**src/rtl/pool_pkg.sv**
```systemverilog
// Shared constants for the pooling path: data width, window geometry,
// reader FSM encodings and the output-dimension derivation.
package pool_pkg;

    localparam int DATA_W   = 23;
    localparam int WIN      = 3;
    localparam int STRIDE   = 2;
    localparam int IN_DIM   = 55;
    localparam int CHANNELS = 96;
    localparam int ADDR_W   = 19;

    // Number of window positions along one axis of a plane.
    function automatic int out_dim(input int in_dim, input int stride);
        return (in_dim - WIN) / stride + 1;
    endfunction

    localparam int OUT_DIM = out_dim(IN_DIM, STRIDE);

    typedef logic [2:0] state_t;
    localparam state_t ST_IDLE  = 3'd0;
    localparam state_t ST_FETCH = 3'd1;
    localparam state_t ST_WAIT  = 3'd2;
    localparam state_t ST_EMIT  = 3'd3;
    localparam state_t ST_FIN   = 3'd4;

endpackage

```
**src/rtl/pool_addr_gen.sv**
```systemverilog
// Walks channel / window-row / window-column / tap and produces the buffer
// read address using only incremental adders on base registers.
module pool_addr_gen
    import pool_pkg::*;
#(
    parameter int IN_DIM   = pool_pkg::IN_DIM,
    parameter int STRIDE   = pool_pkg::STRIDE,
    parameter int OUT_DIM  = pool_pkg::OUT_DIM,
    parameter int CHANNELS = pool_pkg::CHANNELS,
    parameter int ADDR_W   = pool_pkg::ADDR_W
) (
    input  logic              clk,
    input  logic              rst,
    input  logic              clear,
    input  logic              advance_k,
    input  logic              advance_win,
    output logic              last_k,
    output logic              last_win,
    output logic [ADDR_W-1:0] rd_addr
);

    localparam int C_W  = (CHANNELS > 1) ? $clog2(CHANNELS) : 1;
    localparam int OD_W = (OUT_DIM > 1) ? $clog2(OUT_DIM) : 1;

    localparam logic [ADDR_W-1:0] STEP_ONE   = ADDR_W'(1);
    localparam logic [ADDR_W-1:0] STEP_COL   = ADDR_W'(STRIDE);
    localparam logic [ADDR_W-1:0] STEP_TAP   = ADDR_W'(IN_DIM);
    localparam logic [ADDR_W-1:0] STEP_ROW   = ADDR_W'(STRIDE * IN_DIM);
    localparam logic [ADDR_W-1:0] STEP_PLANE = ADDR_W'(IN_DIM * IN_DIM);

    logic [C_W-1:0]    c_r;
    logic [OD_W-1:0]   oy_r;
    logic [OD_W-1:0]   ox_r;
    logic [1:0]        ky_r;
    logic [1:0]        kx_r;
    logic [ADDR_W-1:0] plane_base_r;
    logic [ADDR_W-1:0] row_base_r;
    logic [ADDR_W-1:0] win_base_r;
    logic [ADDR_W-1:0] tap_row_r;
    logic [ADDR_W-1:0] addr_r;

    logic c_last_s;
    logic oy_last_s;
    logic ox_last_s;
    logic [ADDR_W-1:0] plane_next_s;
    logic [ADDR_W-1:0] row_next_s;
    logic [ADDR_W-1:0] col_next_s;

    // Wrap detection and the three candidate window bases.
    always_comb begin
        c_last_s     = (c_r == C_W'(CHANNELS - 1));
        oy_last_s    = (oy_r == OD_W'(OUT_DIM - 1));
        ox_last_s    = (ox_r == OD_W'(OUT_DIM - 1));
        plane_next_s = plane_base_r + STEP_PLANE;
        row_next_s   = row_base_r + STEP_ROW;
        col_next_s   = win_base_r + STEP_COL;
    end

    // Counters and base registers; addr_r always holds the address of the current tap.
    always_ff @(posedge clk) begin
        if (rst || clear) begin
            c_r          <= '0;
            oy_r         <= '0;
            ox_r         <= '0;
            ky_r         <= 2'd0;
            kx_r         <= 2'd0;
            plane_base_r <= '0;
            row_base_r   <= '0;
            win_base_r   <= '0;
            tap_row_r    <= '0;
            addr_r       <= '0;
        end else if (advance_win) begin
            ky_r <= 2'd0;
            kx_r <= 2'd0;
            if (ox_last_s) begin
                ox_r <= '0;
                if (oy_last_s) begin
                    oy_r         <= '0;
                    c_r          <= c_last_s ? '0 : c_r + C_W'(1);
                    plane_base_r <= plane_next_s;
                    row_base_r   <= plane_next_s;
                    win_base_r   <= plane_next_s;
                    tap_row_r    <= plane_next_s;
                    addr_r       <= plane_next_s;
                end else begin
                    oy_r       <= oy_r + OD_W'(1);
                    row_base_r <= row_next_s;
                    win_base_r <= row_next_s;
                    tap_row_r  <= row_next_s;
                    addr_r     <= row_next_s;
                end
            end else begin
                ox_r       <= ox_r + OD_W'(1);
                win_base_r <= col_next_s;
                tap_row_r  <= col_next_s;
                addr_r     <= col_next_s;
            end
        end else if (advance_k) begin
            if (kx_r == 2'd2) begin
                kx_r <= 2'd0;
                if (ky_r == 2'd2) begin
                    ky_r      <= 2'd0;
                    tap_row_r <= win_base_r;
                    addr_r    <= win_base_r;
                end else begin
                    ky_r      <= ky_r + 2'd1;
                    tap_row_r <= tap_row_r + STEP_TAP;
                    addr_r    <= tap_row_r + STEP_TAP;
                end
            end else begin
                kx_r   <= kx_r + 2'd1;
                addr_r <= addr_r + STEP_ONE;
            end
        end else begin
            addr_r <= addr_r;
        end
    end

    assign last_k   = (ky_r == 2'd2) && (kx_r == 2'd2);
    assign last_win = c_last_s && oy_last_s && ox_last_s;
    assign rd_addr  = addr_r;

endmodule

```
**src/rtl/pool_window_reader.sv**
```systemverilog
// Reads 3x3 pooling windows channel by channel from the activation buffer
// and presents each one on num1..num9 with a single-cycle en strobe.
module pool_window_reader
    import pool_pkg::*;
#(
    parameter int DATA_W   = pool_pkg::DATA_W,
    parameter int IN_DIM   = pool_pkg::IN_DIM,
    parameter int STRIDE   = pool_pkg::STRIDE,
    parameter int OUT_DIM  = pool_pkg::out_dim(IN_DIM, STRIDE),
    parameter int CHANNELS = pool_pkg::CHANNELS,
    parameter int ADDR_W   = pool_pkg::ADDR_W
) (
    input  logic              clk,
    input  logic              rst,
    input  logic              start,
    output logic              busy,
    output logic              done,
    output logic              rd_en,
    output logic [ADDR_W-1:0] rd_addr,
    input  logic [DATA_W-1:0] rd_data,
    output logic [DATA_W-1:0] num1,
    output logic [DATA_W-1:0] num2,
    output logic [DATA_W-1:0] num3,
    output logic [DATA_W-1:0] num4,
    output logic [DATA_W-1:0] num5,
    output logic [DATA_W-1:0] num6,
    output logic [DATA_W-1:0] num7,
    output logic [DATA_W-1:0] num8,
    output logic [DATA_W-1:0] num9,
    output logic              en
);

    state_t state_r;
    state_t state_nxt;

    logic busy_nxt;
    logic done_nxt;
    logic rd_en_nxt;
    logic en_nxt;
    logic busy_r;
    logic done_r;
    logic rd_en_r;
    logic en_r;
    logic rd_valid_r;

    logic clear_s;
    logic advance_k_s;
    logic advance_win_s;
    logic last_k_s;
    logic last_win_s;

    assign clear_s       = (state_r == ST_IDLE) && start;
    assign advance_k_s   = (state_r == ST_FETCH);
    assign advance_win_s = (state_r == ST_EMIT);

    pool_addr_gen #(
        .IN_DIM   (IN_DIM),
        .STRIDE   (STRIDE),
        .OUT_DIM  (OUT_DIM),
        .CHANNELS (CHANNELS),
        .ADDR_W   (ADDR_W)
    ) u_addr_gen (
        .clk         (clk),
        .rst         (rst),
        .clear       (clear_s),
        .advance_k   (advance_k_s),
        .advance_win (advance_win_s),
        .last_k      (last_k_s),
        .last_win    (last_win_s),
        .rd_addr     (rd_addr)
    );

    // State register.
    always_ff @(posedge clk) begin
        if (rst) begin
            state_r <= ST_IDLE;
        end else begin
            state_r <= state_nxt;
        end
    end

    // Next-state logic.
    always_comb begin
        state_nxt = state_r;
        case (state_r)
            ST_IDLE:  state_nxt = start ? ST_FETCH : ST_IDLE;
            ST_FETCH: state_nxt = last_k_s ? ST_WAIT : ST_FETCH;
            ST_WAIT:  state_nxt = ST_EMIT;
            ST_EMIT:  state_nxt = last_win_s ? ST_FIN : ST_FETCH;
            ST_FIN:   state_nxt = ST_IDLE;
            default:  state_nxt = ST_IDLE;
        endcase
    end

    // Output decode from the upcoming state so the strobes leave a flop.
    always_comb begin
        busy_nxt  = 1'b0;
        done_nxt  = 1'b0;
        rd_en_nxt = 1'b0;
        en_nxt    = 1'b0;
        case (state_nxt)
            ST_IDLE:  busy_nxt = 1'b0;
            ST_FETCH: begin
                busy_nxt  = 1'b1;
                rd_en_nxt = 1'b1;
            end
            ST_WAIT:  busy_nxt = 1'b1;
            ST_EMIT: begin
                busy_nxt = 1'b1;
                en_nxt   = 1'b1;
            end
            ST_FIN:   done_nxt = 1'b1;
            default:  busy_nxt = 1'b0;
        endcase
    end

    // Output registers; rd_valid_r marks the cycle the buffer answers a read.
    always_ff @(posedge clk) begin
        if (rst) begin
            busy_r     <= 1'b0;
            done_r     <= 1'b0;
            rd_en_r    <= 1'b0;
            en_r       <= 1'b0;
            rd_valid_r <= 1'b0;
        end else begin
            busy_r     <= busy_nxt;
            done_r     <= done_nxt;
            rd_en_r    <= rd_en_nxt;
            en_r       <= en_nxt;
            rd_valid_r <= rd_en_r;
        end
    end

    // Reads return in tap order, so a nine-deep shift leaves tap 0 in num1.
    always_ff @(posedge clk) begin
        if (rst) begin
            num1 <= '0;
            num2 <= '0;
            num3 <= '0;
            num4 <= '0;
            num5 <= '0;
            num6 <= '0;
            num7 <= '0;
            num8 <= '0;
            num9 <= '0;
        end else if (rd_valid_r) begin
            num1 <= num2;
            num2 <= num3;
            num3 <= num4;
            num4 <= num5;
            num5 <= num6;
            num6 <= num7;
            num7 <= num8;
            num8 <= num9;
            num9 <= rd_data;
        end else begin
            num1 <= num1;
        end
    end

    assign busy  = busy_r;
    assign done  = done_r;
    assign rd_en = rd_en_r;
    assign en    = en_r;

endmodule

```
**config.mk**
```make
export PLATFORM = sky130hd
export DESIGN_NAME = pool_window_reader
export DESIGN_NICKNAME = d
export VERILOG_FILES = /design/src/rtl/pool_pkg.sv /design/src/rtl/pool_addr_gen.sv /design/src/rtl/pool_window_reader.sv
export SDC_FILE = /design/constraint.sdc
export NUM_CORES = 1
export LEC_CHECK = 0
export CORE_UTILIZATION = 40
export DETAILED_ROUTE_END_ITERATION = 16
export PLACE_DENSITY_LB_ADDON = 0.15
export SLEW_MARGIN = 20
export SYNTH_ARGS = -nofsm -noshare
export SYNTH_HDL_FRONTEND = slang
export SYNTH_SLANG_ARGS = --single-unit
```
**constraint.sdc**
```tcl
create_clock -name clk -period 5.67 [get_ports clk]
set_input_delay 1.4175 -clock clk [delete_from_list [all_inputs] [get_ports clk]]
set_output_delay 1.4175 -clock clk [all_outputs]
set_load 0.005 [all_outputs]
```
# After elaboration in Yosys (flattened, before gate mapping)
# Index checks and enable logic that the tools add are counted.
[classes]
addsub = 10
n_eq_ne = 12
n_mux = 22
reduce_logical = 14
[op_table]
columns = ["operator", "n"]
rows = [
  ["$mux W19", 9],
  ["$add A19 B1 Y19 const B", 1],
  ["$add A19 B12 Y19 const B", 1],
  ["$add A19 B2 Y19 const B", 1],
  ["$add A19 B6 Y19 const B", 1],
  ["$add A19 B7 Y19 const B", 1],
  ["$eq A3 B2 Y1 const B", 4],
  ["$pmux W3 S4", 1],
  ["$add A5 B1 Y5 const B", 2],
  ["$eq A5 B5 Y1 const B", 2],
  ["$mux W5", 2],
  ["$add A7 B1 Y7 const B", 1],
  ["$eq A7 B7 Y1 const B", 1],
  ["$mux W7", 1],
  ["$eq A3 B1 Y1 const B", 2],
  ["$mux W2", 3],
  ["$reduce_and A2 Y1", 3],
  ["$mux W1", 5],
  ["$add A2 B1 Y2 const B", 2],
  ["$eq A2 B2 Y1 const B", 2],
  ["$logic_and A1 B1 Y1", 4],
  ["$reduce_bool A2 Y1", 2],
  ["$eq A3 B3 Y1 const B", 1],
  ["$logic_not A3 Y1", 1],
  ["5 further kinds", 5],
]
[totals]
reg_bits = 331
wordCells = 83

# Logic depth before layout (Yosys ltp)
# Gate-level depths: netlist of the first run.
[depth]
word_depth = 8
ltp_mapped = 10
depth_no_buf = 8

# By module
# From an unflattened synthesis of the first run, not the netlist that was laid out.
[unflattened]
cells_unflattened = 1648
area_unflattened_um2 = 14782.9
[modules_own_cells]
columns = ["module", "instances", "cells_each", "area_per_inst_um2", "seq_area_each_um2"]
rows = [
  ["pool_window_reader", 1, 698, 7611.0, 4304.1],
  ["pool_addr_gen", 1, 950, 7171.9, 2322.2],
]

# Least setup slack after synthesis of the first run
# OpenSTA, ideal clock, no wires.
[synth_path]
path_kind = "input to register"
start = "in rst"
end = "reg u_addr_gen.ky_r[0]"
setup_ns = 0.128
arrival_ns = 2.639
required_time_ns = 5.542
slack_ns = 2.903
cell_stages = 6
n_path_buf = 4
path_cell_list = "clkbuf_1 a31o_2 clkbuf_1 buf_1 buf_1 nor2_1"
[synth_between]
elab_chain_cells = 2
[synth_rtl]
columns = ["element", "line", "rtl"]
rows = [
  ["start, declared", "pool_window_reader.sv:14", "input logic rst,"],
  ["$logic_or A1 B1 Y1", "pool_addr_gen.sv:61", "if (rst || clear) begin"],
  ["$reduce_or A2 Y1 (no source line)", "-", ""],
  ["end signal, assigned", "pool_addr_gen.sv:106", "ky_r <= ky_r + 2'd1;"],
  ["end, declared", "pool_addr_gen.sv:34", "logic [1:0] ky_r;"],
]
# Every way passes these cells.
# A chain may end at the register's enable or synchronous reset.

# Worst setup path in the final report of the first run
[layout_path]
start = "reg state_r[1]"
end = "reg u_addr_gen.tap_row_r[13]"
[layout_between]
elab_chain_cells = 3
[layout_rtl]
columns = ["element", "line", "rtl"]
rows = [
  ["start, declared", "pool_window_reader.sv:33", "state_t state_r;"],
  ["start signal, assigned", "pool_window_reader.sv:78", "state_r <= state_nxt;"],
  ["$eq A3 B2 Y1, or another cell as far along", "pool_window_reader.sv:54", "assign advance_win_s = (state_r == ST_EMIT);"],
  ["$reduce_bool A2 Y1 (no source line) / $logic_and A1 B1 Y1 (equally long branches)", "-", ""],
  ["$reduce_and A2 Y1 (no source line) / $logic_or A1 B1 Y1 (equally long branches)", "-", ""],
  ["end signal, assigned", "pool_addr_gen.sv:95", "tap_row_r <= col_next_s;"],
  ["end signal, assigned", "pool_addr_gen.sv:103", "tap_row_r <= win_base_r;"],
  ["end signal, assigned", "pool_addr_gen.sv:107", "tap_row_r <= tap_row_r + STEP_TAP;"],
  ["end, declared", "pool_addr_gen.sv:39", "logic [ADDR_W-1:0] tap_row_r;"],
]
# Several ways; a longest one is shown, not always the timed one.

==> out/results.tsv, run 1 <==
metric	value	unit
Syn Inst Count	1594	
area grow syn2layout	28.5	%
hpwl dp	29.0	mm
Total GRT Usage	22.4	%
Core Region	35600	µm²
DRT iter0 DRCs	668	
post-CTS resize count	0	
Post-layout nets	1837	
P_int	3.92	mW
combinational share of power	4.0	%
register share of total power	46.8	%
final antenna-violating net count	0	
EDFF count, synth	0	
Netlist Area Pre-Place	14400	µm²
Synth top area share	45.9	%
layout cells sized above 1	5.85	%
CTS Buf Count	38	
Synth Area in Adders	0.866	%
I/O pins	256	
leading area contributor after synthesis	dfxtp_1	
outcome	finished clean	
Finish-stage setup viols	0	
# diodes	0	
worst-margin pin slew	1100	ps
total gr overflow	0	
Synth warnings	0	
Root Driver	clkbuf_16	
Compound-Gate Fraction of Synth Area	12.4	%
pwr/cell area	273	nW/µm²
sw power	1.14	mW
Synth Flop Type	dfxtp_1	
r2r setup slk	2410	ps
WL/cell	18.3	µm
Worst Hold Class	register to register	
die area	36900	µm²
required time worst endpoint	6140	ps
# fillers	3340	
DR pass1 iterations	5	
global-route wire length before repair	65.1	mm
critical path fanouts, max	23	
XOR/XNOR Fraction of Synth Area	4.43	%
Initial Util	40.6	%
crit start category	register	
VDD IR-drop max	0.000254	V
Post-Synth Simple-Gate Area	17.5	%
Clock Tree Buf Depth	3	
Vias/cell	5.28	
H-tree depth reported by CTS	2	
Syn Nets	1630	
Seq cells post-synth	331	
CP Data Arrival Time	3730	ps
Clock Power Share	49.1	%
Final TNS setup	0	ps
Clk Latency, worst-skew pair	550	ps
ys async rst share	0	%
CTS sink cnt	331	
Worst Skew	19.1	ps
Post-route DRC	0	
commonest non-fill, non-tap cell in the layout	dfxtp_1	
Die Span X	192	µm
top post-synthesis cells by area	dfxtp_1 46%, mux2i_1 15%, nor2_1 8.3%	
power after layout	5.06	mW
Crit Path Class	register to register	
placed cell area	17300	µm²
final WL	41.8	mm
Final Critical Period	3260	ps
Post-Layout Cell Count	2290	
largest net degree at the start of global routing	81	
Slew HR	26.8	%
vias in the first global route	11800	
delay-heaviest family, CP	simple AND/OR/NAND/NOR gates	
largest family of logic cells by synthesized area	simple AND/OR/NAND/NOR gates	
hold_buf cts	0	
worst path buffer plus inverter count	1	
mux contribution to synthesized area	15.3	%
peak per-stage delay on the critical path	890	ps
Max-cap violations	0	
clock slew at reported path FFs	60	ps
register area share after synthesis	45.9	%
Rows	69	
sw frac	22.5	%
f_max	0.307	GHz
die height	192	µm
CP Cell Sequence	and3b_1 -> buf_4 -> nand3_1 -> nor4_2 -> or2_1 -> a211oi_1 -> a31oi_1	
initial antenna violation count	0	
syn_area_per_cell	9.06	µm²
placed instance count	2222	
post-synthesis cell type count	81	
Port-buffer cells	255	
critical path capture point type	register	
Final Hold Fails	0	
commonest non-fill, non-tap cells in the layout	330 x dfxtp_1, 320 x nor2_1, 254 x clkdlybuf4s50_1	
fin area	18600	µm²
RSZ-0062 raised after global routing	false	
leakage	6.59	nW
Tcrit/Tclk final	57.4	%
Via Count	12100	
Max Slew Vio Count	0	
GPL Wtd Cong	0.867	
postcts setup bufs	0	
Critical Path Slowest Stage Cell	dfxtp_1	
CTS tree	yes	
[worst min-delay path, stage by stage, from the launching register on]
cell and delay [ps]:
dfxtp_1 310, nand2_1 50, a21oi_1 50
[final cells by class]
| cell class | count | area, µm² | area share [%] |
|---|---|---|---|
| multi-input cells | 1140 | 7320 | 39.4 |
| inverters | 21 | 78.8 | 0.425 |
| clock buffers | 58 | 1140 | 6.12 |
| flip-flops and latches | 331 | 6630 | 35.7 |
| well taps | 461 | 577 | 3.11 |
| clock inverters | 10 | 144 | 0.775 |
| repair buffers | 269 | 2680 | 14.5 |
[per-layer routing]
layer / routed length (µm) / track usage (%)
met1: 17000 / 26.0
met5: 0 / 0
met4: 549 / 4.85
met3: 3940 / 9.26
met2: 20400 / 38.3
[registers in the layout, indices dropped and copies added (netlist names), 2 cells and up]
register and count:
u_addr_gen.ky_r 2, num1 23, u_addr_gen.kx_r 2, num6 23, u_addr_gen.tap_row_r 19, u_addr_gen.plane_base_r 19
u_addr_gen.c_r 7, u_addr_gen.win_base_r 19, num8 23, num9 23, u_addr_gen.oy_r 5, state_r 3
u_addr_gen.row_base_r 19, u_addr_gen.rd_addr 19, num3 23, num5 23, u_addr_gen.ox_r 5, num4 23
num7 23, num2 23
[synthesized netlist by cell type (5+ instances only)]
cell type,count
o21ai_0,66
nand4_1,19
xnor2_1,40
a21oi_1,77
buf_4,5
a31oi_1,19
or3_1,9
a221oi_1,9
a21o_1,7
nor2b_1,7
dfxtp_1,331
o31ai_1,5
a221o_1,5
nor3_1,22
mux2i_1,218
nand2b_1,10
a211oi_1,8
nor2_1,320
o31a_1,5
o21a_1,5
nor4_1,10
buf_1,22
and4_1,5
xor2_1,33
nand3_1,28
ha_1,10
buf_2,19
and3_1,12
o211ai_1,10
inv_1,21
nand2_1,97
clkbuf_1,53
[power by group through the flow]
stage               clock network, mW  logic [mW]  registers (mW)
detailed placement                  0       0.205            2.42
floorplan                           0       0.138            2.41
CTS                              2.55       0.206            2.37
global placement                    0       0.205            2.42
global route                     2.64       0.220            2.37
finish                           2.49       0.204            2.37
[cells by family after synthesis]
| family | Yosys count |
|---|---|
| AND/OR/NAND/NOR | 568 |
| flip-flops | 331 |
| AO/OA/AOI/OAI | 269 |
| multiplexers | 220 |
| buffers and inverters | 123 |
| XOR/XNOR | 73 |
| adder cells (fa/ha/maj) | 10 |
[final timing paths]
path | cells after the start | end | startpoint
worst min-delay path | 2 | u_addr_gen.row_base_r[6] | u_addr_gen.row_base_r[6]
worst max-delay path | 7 | u_addr_gen.tap_row_r[13] | state_r[1]
worst max register to register | 7 | u_addr_gen.tap_row_r[13] | state_r[1]
worst min register to register | 2 | u_addr_gen.row_base_r[6] | u_addr_gen.row_base_r[6]
[stage by stage]
stage	util, %	setup slack [ps]	hold slack (ps)
floorplan	-	2900	441
global placement	48.6	2070	452
detailed placement	48.6	2040	461
CTS	52.2	2410	470
global route	52.2	2210	491
finish	52.2	2410	467
(Power assumes the default switching activity.)
==> run 2: changes to the inputs <==
Clock period 5.67 ns to 2.7 ns, I/O delays scaled along.
==> out/results.tsv, run 2 (synthesized netlist as in run 1, its figures left out) <==
metric	value	unit	change
outcome	finished clean		
I/O pins	256		unchanged
Initial Util	40.6	%	unchanged
postcts setup bufs	0		unchanged
CTS sink cnt	331		unchanged
area grow syn2layout	31.1	%	
Clock Power Share	48.9	%	-0.2 points
Max-cap violations	0		unchanged
total gr overflow	0		unchanged
commonest non-fill, non-tap cells in the layout	330 x dfxtp_1, 320 x nor2_1, 254 x clkdlybuf4s50_1		
pwr/cell area	563	nW/µm²	+110%
Final TNS setup	0	ps	unchanged
VDD IR-drop max	0.000547	V	+120%
Worst Skew	15.3	ps	-3.80 ps
power after layout	10.7	mW	+110%
Post-layout nets	1873		+2.0%
f_max	0.415	GHz	+35%
Final Hold Fails	0		unchanged
Slew HR	32.7	%	+6.0 points
P_int	8.28	mW	+110%
placed instance count	2258		+1.6%
required time worst endpoint	3110	ps	-3030 ps
Rows	69		unchanged
hpwl dp	30.4	mm	+5.1%
global-route wire length before repair	66.3	mm	+1.8%
Clk Latency, worst-skew pair	540	ps	about the same
crit start category	register		
die area	36900	µm²	unchanged
leakage	6.78	nW	+2.9%
Core Region	35600	µm²	unchanged
sw frac	22.3	%	-0.23 points
DRT iter0 DRCs	755		+13%
CP Cell Sequence	nand4_2 -> o21ba_2 -> or3b_1 -> xnor2_1 -> a2111oi_2 -> o21ai_0		
Worst Hold Class	input pin to register		
# diodes	0		unchanged
critical path capture point type	register		
Vias/cell	5.34		+1.1%
sw power	2.38	mW	+110%
Final Critical Period	2410	ps	-848 ps
die height	192	µm	unchanged
initial antenna violation count	0		unchanged
worst-margin pin slew	1010	ps	-89.3 ps
Die Span X	192	µm	unchanged
Crit Path Class	register to register		
Port-buffer cells	255		unchanged
final WL	42.8	mm	+2.4%
Root Driver	clkbuf_16		
Total GRT Usage	22.9	%	+0.44 points
Post-route DRC	0		unchanged
clock slew at reported path FFs	60	ps	about the same
Clock Tree Buf Depth	3		unchanged
register share of total power	46.6	%	-0.2 points
vias in the first global route	11900		+0.96%
combinational share of power	4.5	%	+0.5 points
Via Count	12400		+2.7%
GPL Wtd Cong	0.894		+3.1%
CP Data Arrival Time	2820	ps	-910 ps
RSZ-0062 raised after global routing	false		
critical path fanouts, max	7		-70%
commonest non-fill, non-tap cell in the layout	dfxtp_1		
Finish-stage setup viols	0		unchanged
Tcrit/Tclk final	89.2	%	+32 points
layout cells sized above 1	7.78	%	+1.9 points
Critical Path Slowest Stage Cell	a2111oi_2		
peak per-stage delay on the critical path	480	ps	-410 ps
WL/cell	18.4	µm	+0.88%
CTS Buf Count	38		unchanged
H-tree depth reported by CTS	2		unchanged
Max Slew Vio Count	0		unchanged
Post-Layout Cell Count	2325		+1.5%
CTS tree	yes		
largest net degree at the start of global routing	100		+23%
DR pass1 iterations	7		+2
final antenna-violating net count	0		unchanged
-- run 2: changes by cell type in the layout (fill, tap and decap cells not counted), sizes merged --
cell      previous run  this run
clkbuf              58        61
bufinv               2         1
clkinv               6         2
buf                 15        51
clkinvlp             0         1
-- run 2: timing repair --
item | CTS | global route
resized for setup | 0 | 3
hold buffers | 0 | 0
setup endpoints to repair | 0 | 3
-- run 2: critical path, delay by kind of cell (launching register included) --
family | cells | cell delay (ps)
AOI/OAI and AO/OA | 3 | 1020
xor gates and xnor gates | 1 | 180
and+or+nand+nor | 2 | 620
DFF | 1 | 470
-- run 2: path summary, 6_finish.rpt --
check / from / end / slack (ps) / cells past startpoint
setup reg to reg: u_addr_gen.row_base_r[7] / u_addr_gen.rd_addr[18] / 290 / 6
hold / removal: rst / num4[2] / 380 / 2
setup / recovery: u_addr_gen.row_base_r[7] / u_addr_gen.rd_addr[18] / 290 / 6
hold reg to reg: u_addr_gen.row_base_r[6] / u_addr_gen.row_base_r[6] / 470 / 2
-- run 2: power by group through the flow --
stage                     registers [mW]  logic, mW  clock network [mW]
after floorplan                     5.05      0.291                   0
after global placement              5.07      0.476                   0
after detailed placement            5.07      0.475                   0
after CTS                           4.97      0.477                5.35
after global routing                4.97      0.511                5.54
final                               4.97      0.475                5.21
-- run 2: metal layers --
layer	vias up	track usage [%]	share of wire (%)
li1	6072	-	-
met1	5911	27.6	42
met2	355	37.6	47
met3	70	8.97	9.2
met4	0	6.03	2.1
met5	-	0	0
-- run 2: stage by stage --
stage	utilization [%]	area (µm²)	setup slack, ps	hold WS, ps
after CTS	53.2	18900	48.0	359
final	53.2	18900	291	379
after floorplan	-	14400	676	441
after global routing	53.2	18900	66.8	379
after global placement	49.6	17700	125	449
after detailed placement	49.6	17700	48.8	462
-- run 2: area by class of cell --
type                       instances  area [µm²]
clock buffer                      61        1200
clock inverter                     6        76.3
fill                            3286       16600
inverter                          21        78.8
multi-input combinational       1140        7320
sequential                       331        6630
tap                              461         577
timing repair buffer             305        3050
